==> src/rtl/fp_mul_arbiter.sv <==
// fp_mul_arbiter: round-robin front end that shares one two-stage
// single-precision multiplier between two requesters. Only one operation
// is in flight at a time. Each requester has its own response slot, which
// stays valid until that requester pops it.
//
// state | meaning
// IDLE  | waiting for an eligible requester; ready may be asserted
// EXEC1 | multiplier stage 1 active, operands held
// EXEC2 | multiplier stage 2 active, sign/rounding mode sampled, operands held
// WB    | multiplier result valid; captured into owner's slot on exit
module fp_mul_arbiter #(
  parameter int N_REQ = 2
) (
  input  logic        clk,
  input  logic        rst,
  input  logic        req0_valid,
  output logic        req0_ready,
  input  logic [31:0] req0_a,
  input  logic [31:0] req0_b,
  input  logic [2:0]  req0_rm,
  input  logic        req1_valid,
  output logic        req1_ready,
  input  logic [31:0] req1_a,
  input  logic [31:0] req1_b,
  input  logic [2:0]  req1_rm,
  output logic        rsp0_valid,
  input  logic        rsp0_ready,
  output logic [31:0] rsp0_data,
  output logic [3:0]  rsp0_flags,
  output logic        rsp1_valid,
  input  logic        rsp1_ready,
  output logic [31:0] rsp1_data,
  output logic [3:0]  rsp1_flags,
  output logic        mul_act,
  output logic [31:0] mul_in1,
  output logic [31:0] mul_in2,
  output logic [2:0]  mul_round_m,
  input  logic [31:0] mul_out,
  input  logic        mul_ov,
  input  logic        mul_un,
  input  logic        mul_done,
  input  logic        mul_inv,
  input  logic        mul_inexact,
  output logic [15:0] op_count
);

  typedef enum logic [1:0] {
    S_IDLE  = 2'd0,
    S_EXEC1 = 2'd1,
    S_EXEC2 = 2'd2,
    S_WB    = 2'd3
  } state_t;

  state_t           state_q;
  state_t           state_d;
  logic [N_REQ-1:0] req_valid;
  logic [N_REQ-1:0] rsp_ready;
  logic [N_REQ-1:0] eligible;
  logic [N_REQ-1:0] rsp_valid_q;
  logic [31:0]      rsp_data_q  [N_REQ];
  logic [3:0]       rsp_flags_q [N_REQ];
  logic             last_grant_q;
  logic             owner_q;
  logic             grant_id;
  logic             any_grant;
  logic             accept;
  logic             wb_done;
  logic [15:0]      op_count_q;
  logic             mul_err_q;

  assign req_valid = {req1_valid, req0_valid};
  assign rsp_ready = {rsp1_ready, rsp0_ready};
  // A requester with an unread response cannot issue again.
  assign eligible  = req_valid & ~rsp_valid_q;

  // Round-robin pick: on a tie the requester that did not win last time goes.
  always_comb begin
    grant_id  = 1'b0;
    any_grant = 1'b0;
    if (eligible[0] && eligible[1]) begin
      grant_id  = ~last_grant_q;
      any_grant = 1'b1;
    end else if (eligible[0]) begin
      grant_id  = 1'b0;
      any_grant = 1'b1;
    end else if (eligible[1]) begin
      grant_id  = 1'b1;
      any_grant = 1'b1;
    end
  end

  // rst gates ready so it reads 0 while reset is held, even though IDLE.
  assign accept     = (state_q == S_IDLE) && any_grant && rst;
  assign req0_ready = accept && !grant_id;
  assign req1_ready = accept && grant_id;
  assign wb_done    = (state_q == S_WB);

  // State register.
  always_ff @(posedge clk or negedge rst) begin
    if (!rst) begin
      state_q <= S_IDLE;
    end else begin
      state_q <= state_d;
    end
  end

  // Next state and multiplier enable; the pipeline advances unconditionally.
  always_comb begin
    state_d = state_q;
    mul_act = 1'b0;
    case (state_q)
      S_IDLE:  if (accept) state_d = S_EXEC1;
      S_EXEC1: begin
        mul_act = 1'b1;
        state_d = S_EXEC2;
      end
      S_EXEC2: begin
        mul_act = 1'b1;
        state_d = S_WB;
      end
      S_WB:    state_d = S_IDLE;
      default: state_d = S_IDLE;
    endcase
  end

  // Operand capture on acceptance only, so operands stay put until the next issue.
  always_ff @(posedge clk or negedge rst) begin
    if (!rst) begin
      mul_in1      <= '0;
      mul_in2      <= '0;
      mul_round_m  <= '0;
      owner_q      <= 1'b0;
      last_grant_q <= 1'b1;
    end else if (accept) begin
      owner_q      <= grant_id;
      last_grant_q <= grant_id;
      if (grant_id) begin
        mul_in1     <= req1_a;
        mul_in2     <= req1_b;
        mul_round_m <= req1_rm;
      end else begin
        mul_in1     <= req0_a;
        mul_in2     <= req0_b;
        mul_round_m <= req0_rm;
      end
    end
  end

  // Response slots: load on WB exit for the owner, clear on pop.
  always_ff @(posedge clk or negedge rst) begin
    if (!rst) begin
      rsp_valid_q <= '0;
      for (int k = 0; k < N_REQ; k++) begin
        rsp_data_q[k]  <= '0;
        rsp_flags_q[k] <= '0;
      end
    end else begin
      for (int k = 0; k < N_REQ; k++) begin
        if (wb_done && (owner_q == 1'(k))) begin
          rsp_valid_q[k] <= 1'b1;
          rsp_data_q[k]  <= mul_out;
          rsp_flags_q[k] <= {mul_inv, mul_ov, mul_un, mul_inexact};
        end else if (rsp_valid_q[k] && rsp_ready[k]) begin
          rsp_valid_q[k] <= 1'b0;
        end
      end
    end
  end

  // Completion counter (wraps) and sticky flag for a result that was not ready in WB.
  always_ff @(posedge clk or negedge rst) begin
    if (!rst) begin
      op_count_q <= '0;
      mul_err_q  <= 1'b0;
    end else if (wb_done) begin
      op_count_q <= op_count_q + 16'd1;
      if (!mul_done) mul_err_q <= 1'b1;
    end
  end

  assign rsp0_valid = rsp_valid_q[0];
  assign rsp1_valid = rsp_valid_q[1];
  assign rsp0_data  = rsp_data_q[0];
  assign rsp1_data  = rsp_data_q[1];
  assign rsp0_flags = rsp_flags_q[0];
  assign rsp1_flags = rsp_flags_q[1];
  assign op_count   = op_count_q;

endmodule
==> config.mk <==
export PLATFORM = sky130hd
export DESIGN_NAME = fp_mul_arbiter
export DESIGN_NICKNAME = d
export VERILOG_FILES = /design/src/rtl/fp_mul_arbiter.sv
export SDC_FILE = /design/constraint.sdc
export NUM_CORES = 1
export LEC_CHECK = 0
export ABC_CLOCK_PERIOD_IN_PS = 1900
export CAP_MARGIN = 10
export CORE_MARGIN = 1.5
export CORE_UTILIZATION = 36
export CTS_CLUSTER_DIAMETER = 60
export CTS_CLUSTER_SIZE = 8
export DETAILED_ROUTE_END_ITERATION = 7
export HOLD_SLACK_MARGIN = 0.08
export PLACE_DENSITY = 0.77
export SLEW_MARGIN = 20
export SYNTH_ARGS = -nofsm -noshare
export SYNTH_HDL_FRONTEND = slang
export SYNTH_SLANG_ARGS = --single-unit
export TNS_END_PERCENT = 100
==> constraint.sdc <==
create_clock -name clk -period 1.9 [get_ports clk]
set_input_delay 0.38 -clock clk [delete_from_list [all_inputs] [get_ports clk]]
set_output_delay 0.38 -clock clk [all_outputs]
set_load 0.03 [all_outputs]
-- Word level (Yosys, flattened, before mapping)
Cells that the tools add are included.
- output and inout port bits: 160
- logic and storage cells: 51
- bits of input ports: 177
- bits in registers: 161
- equal/unequal tests: 4
- $add $sub $neg: 1
- bitwise logic cells: 4
- multiplexer cells: 15
- reduce and logical (&&, ||, !) cells: 14
- operators by type and width (operator ; count):
    $mux 32 ; 2
    $add 16x1->16 const B ; 1
    $mux 1 ; 10
    $logic_and 1x1->1 ; 9
    $pmux 2 s4 ; 1
    $eq 2x2->1 const B ; 2
    $reduce_bool 2->1 ; 2
    $mux 3 ; 1
    $and 2x2->2 ; 1
    $eq 2x1->1 const B ; 1
    $logic_not 2->1 ; 1
    $mux 2 ; 1
    $ne 2x2->1 const B ; 1
    $not 1->1 ; 2
    $not 2->2 ; 1
    $reduce_or 2->1 ; 1
    $logic_not 1->1 ; 1

-- Depth between registers and ports, before layout
- depth in word-level cells: 9
- gate-level depth with buffers: 8
- mapped depth without buffers: 6

-- Worst setup path before layout
Ideal clock, no wire load.
- path type: reg-to-output
- start point: register state_q[0]
- end point: output req1_ready
- slack: 61 ps
- required time: 1520 ps
- stages on the path, launching flop included: 6
- arrival: 1459 ps
- path buffers: 1
- path through: dfrtp_1 > inv_1 > ha_1 > nand2_1 > a211oi_2 > buf_6
- longest elaborated chain between the ends: 4
- RTL lines (what ; line ; source):
    start: declaration ; 54 ; state_t state_q;
    start signal: assignment ; 103 ; state_q <= state_d;
    $logic_not 2->1 ; 93 ; assign accept = (state_q == S_IDLE) && any_grant && rst;
    $logic_and 1x1->1 (2 in a row) ; 93 ;
    $logic_and 1x1->1 ; 95 ; assign req1_ready = accept && grant_id;
    end: declaration ; 22 ; output logic req1_ready,
No other way between the ends.

-- Worst setup path in the final report
- start point: input req0_valid
- end point: output req1_ready
- longest elaborated chain between the ends: 6
- elaborated cells on any way between the ends: 9
- classes of those cells: 4 x mux; 1 x bitwise; 4 x reduce/logical
- RTL lines (what ; line ; source):
    start: declaration ; 16 ; input logic req0_valid,
    $and 2x2->2 * ; 74 ; assign eligible = req_valid & ~rsp_valid_q;
    $mux 1 / $logic_and 1x1->1 (equally long branches) ; 83, 80 ;
    $mux 1 ; 80 ; if (eligible[0] && eligible[1]) begin
    $logic_and 1x1->1 (2 in a row) ; 93 ;
    $logic_and 1x1->1 * ; 95 ;
Mark *: on every way between the ends. The rest lies on a longest branch, timed or not.

==> results summary <==
The flow ran to the end, and the final reports show no timing, DRC or antenna violations. The synthesized netlist devotes 2.040% of its cell area to XOR and XNOR gates. The detail route stage leaves a number of antenna-violating nets equal to 0.

The sum of routed wire length over all layers came out at 19.35 mm. Row generation in the floorplan step produced 48 rows. The ratio of final minimum period to clock period came out at 99.12%. The number of warnings reported in the yosys synthesis log came out at 0. After detailed routing, the number of vias per cell comes to 5.063. The relative area change from synthesis to final layout is 69.25%. The mapped netlist covers 0.006441 mm2. The number of different library cells used by synthesis comes to 32. From bottom edge to top edge, the die measures 136.8 um. The via count of the routed design came out at 5357. The share of the core filled with cells in the final layout is 62.59%. Derived from the worst setup path, the maximum achievable clock frequency is 531.0 MHz. The tree is rooted in a sky130_fd_sc_hd__clkbuf_16. The overall power is 0.01911 W. The TritonCTS buffer count is 17. The net count of the finished layout is 1002. The worst-case headroom to the max-slew limit came out at 45.58%. The initial antenna violation count was 0.

The HPWL after detailed placement is 13.95 mm. The max-slew violation total from the final report came out at 0. The proportion of layout cells with a drive suffix above 1 came out at 18.13%. In this run the worst path has a maximum fanout of 2.

Measured along the x axis, the die boundary spans 136.8 um. The post-synthesis adder-cell area fraction came out at 0.9713%. Across the routed clock network, the largest skew measured is 8.170 ps. For the finished layout, the period the worst path requires is 1883 ps. The wire length of the first global-routing pass is 28.61 mm. The type of element launching the critical path is a primary input. After clock tree synthesis, the clock-pin slew on the worst setup and hold paths is 60 ps. The maximum buffer depth of the clock tree is 2. The global-route usage over all layers is 20.14%.

The internal reg-to-reg setup slack came out at 120 ps. The library cell used most frequently in the layout, excluding fill and tap cells, is sky130_fd_sc_hd__clkdlybuf4s50_1. The reported leakage power is 5.128 nW. The number of global-route vias before repair came out at 5430. The number of cells produced by synthesis came out at 464. By area, the combinational part of the netlist is dominated by multiplexers.

For this design the top-level I/O count stands at 337. The count of endpoints failing setup in the final report came out at 0. The worst-skew pair later-pin latency came out at 420 ps. The total overflow reported by the global router is 0. Setup repair after global routing could not meet its margin everywhere. The largest vdd supply drop is 1037 uV. The post-layout instance count excluding filler cells is 1058. The average wire per standard cell came out at 18.29 um.

The worst hold path belongs to the class primary input to async pin. TritonCTS built the clock tree. The number of sinks on the clock net came out at 161. The worst endpoint data arrival time is 1500 ps. Max-cap violations in this run came to 0. The number of buffers inserted by port buffering came out at 335. Before antenna repair, the detailed router went through 8 iterations. The power per cell area came out at 1753 mW/mm2. The proportion of synthesized area in mux cells came out at 13.09%.

The core footprint came out at 0.01742 mm2. The number of nets in the synthesized netlist came out at 646. The worst path required time came out at 1520 ps. The type of the worst setup path is primary input to output pin. The synthesized area divided by synthesized cell count is 13.88 um2.

The post-synthesis compound-gate area fraction came out at 11.32%. The startpoint identified for the worst register-to-register timing path is rsp_valid_q[1]$_DFFE_PN0P_. The post-place instance area is 0.01025 mm2. The die covers 0.01870 mm2. The library cells used most frequently in the layout, excluding fill and tap cells, are sky130_fd_sc_hd__clkdlybuf4s50_1, sky130_fd_sc_hd__dfrtp_1, sky130_fd_sc_hd__mux2_2.

The share of synthesized cell area in and, or, nand and nor gates came out at 2.642%. In this run the worst setup path begins at req0_valid. The starting density of the core came out at 36.98%. The routability-driven placement congestion ratio came out at 0.7378. The number of H-tree levels is 4. The post-route cell area came out at 0.01090 mm2. After detailed routing, the number of remaining DRC violations is 0. The number of antenna diodes came out at 0. In this run, the number of DRC markers left after iteration 0 of detailed routing was 387. The synthesis-stage register bit count came out at 161. After synthesis, flip-flops and latches occupy 62.57% of the total area.

The maximum number of pins on one net before global-route repair is 149. STA classifies the critical path endpoint as an output pin. The number of hold violations in the final report is 0. After detailed placement, the design holds a cell count of 1021. The transition time at the pin with the least slew margin is 816.3 ps.
-- flip-flops by register name, summed over array words and instances, names as in the netlist, 2 cells and up --
register,flops
rsp1_data,32
rsp_valid_q,2
mul_in2,32
mul_round_m,3
rsp0_flags,4
state_q,2
rsp1_flags,4
mul_in1,32
rsp0_data,32
op_count,16
-- cell families (layout without fill, tap and decap cells) --
kind of cell	after synthesis	in the layout
and+or+nand+nor	32	32
muxes	75	75
DFF	161	161
buffers and inverters	102	471
AOI/OAI and AO/OA	74	74
xor gates and xnor gates	15	15
adders and majority gates	5	5
-- cell type report --
| type | instances | area, um2 |
|---|---|---|
| clock buffers | 21 | 460.4 |
| flip-flops and latches | 161 | 4030 |
| inverters | 72 | 270.3 |
| well taps | 225 | 281.5 |
| clock inverters | 11 | 103.9 |
| multi-input cells | 201 | 1981 |
| repair buffers | 367 | 3775 |
| fillers | 1377 | 6515 |
-- worst paths after layout --
check / to / cells past startpoint
min in group clk: op_count[15]$_DFFE_PN0N_ / 1
min reg2reg: op_count[15]$_DFFE_PN0N_ / 1
max: req1_ready / 5
max in group asynchronous: last_grant_q$_DFFE_PN1P_ / 3
min: rsp0_data[13]$_DFFE_PN0P_ / 2
max reg2reg: mul_in1[1]$_DFFE_PN0P_ / 6
-- repair_timing --
action,CTS,global route
hold buffers,1,0
pin swaps,2,1
gates resized for setup,23,16
endpoints found under the setup margin,18,18
endpoints found under the hold margin,12,0
buffers inserted,3,1
-- critical path: stages --
cell	delay (ps)
sky130_fd_sc_hd__clkdlybuf4s50_1	410
sky130_fd_sc_hd__nor2b_1	150
sky130_fd_sc_hd__buf_4	140
sky130_fd_sc_hd__a211oi_4	260
sky130_fd_sc_hd__buf_6	170
-- routing by layer --
metal | global-route usage, % | routed length, um
met3 | 7.037 | 1848
met2 | 34.65 | 9787
met4 | 7.920 | 406
met1 | 22.87 | 7309
met5 | 0 | 0
-- power breakdown --
group	total, W	internal, W	leakage [nW]	switching (W)
clock network	0.00327	0.00188	0.274	0.00138
logic	0.00999	0.00468	2.88	0.00532
registers	0.00585	0.00500	1.97	0.000853
-- stage by stage --
stage	TNS, ps	hold slack, ps	setup WS (ps)
2_1_floorplan	0	84.41	61.06
4_1_cts	-44.96	167.2	-41.18
3_5_place_dp	-12750	361.8	-292.4
5_1_grt	-88.66	184.0	-46.07
3_3_place_gp	-10420	357.2	-236.3
6_report	0	117.4	16.68
-- cell usage after synthesis, drive strengths merged --
cell type | instances | area, um2
buf | 20 | 165.2
a21o | 4 | 30.03
inv | 72 | 270.3
and3 | 1 | 6.260
o21ai | 1 | 5.000
o2111a | 1 | 11.26
nand3 | 5 | 30.03
and4 | 1 | 8.760
nor4 | 1 | 6.260
a222oi | 67 | 670.6
xor2 | 9 | 78.83
nand2 | 10 | 37.54
mux2 | 74 | 833.3
nand4 | 2 | 12.51
nor3 | 2 | 10.01
ha | 5 | 62.56
mux2i | 1 | 10.01
nor3b | 1 | 7.510
nor2b | 2 | 12.51
dfstp | 1 | 26.28
nor2 | 5 | 18.77
nand2b | 2 | 20.02
a211oi | 1 | 12.51
clkbuf | 10 | 38.78
xnor2 | 6 | 52.55
dfrtp | 160 | 4004
(Power assumes the default switching activity.)
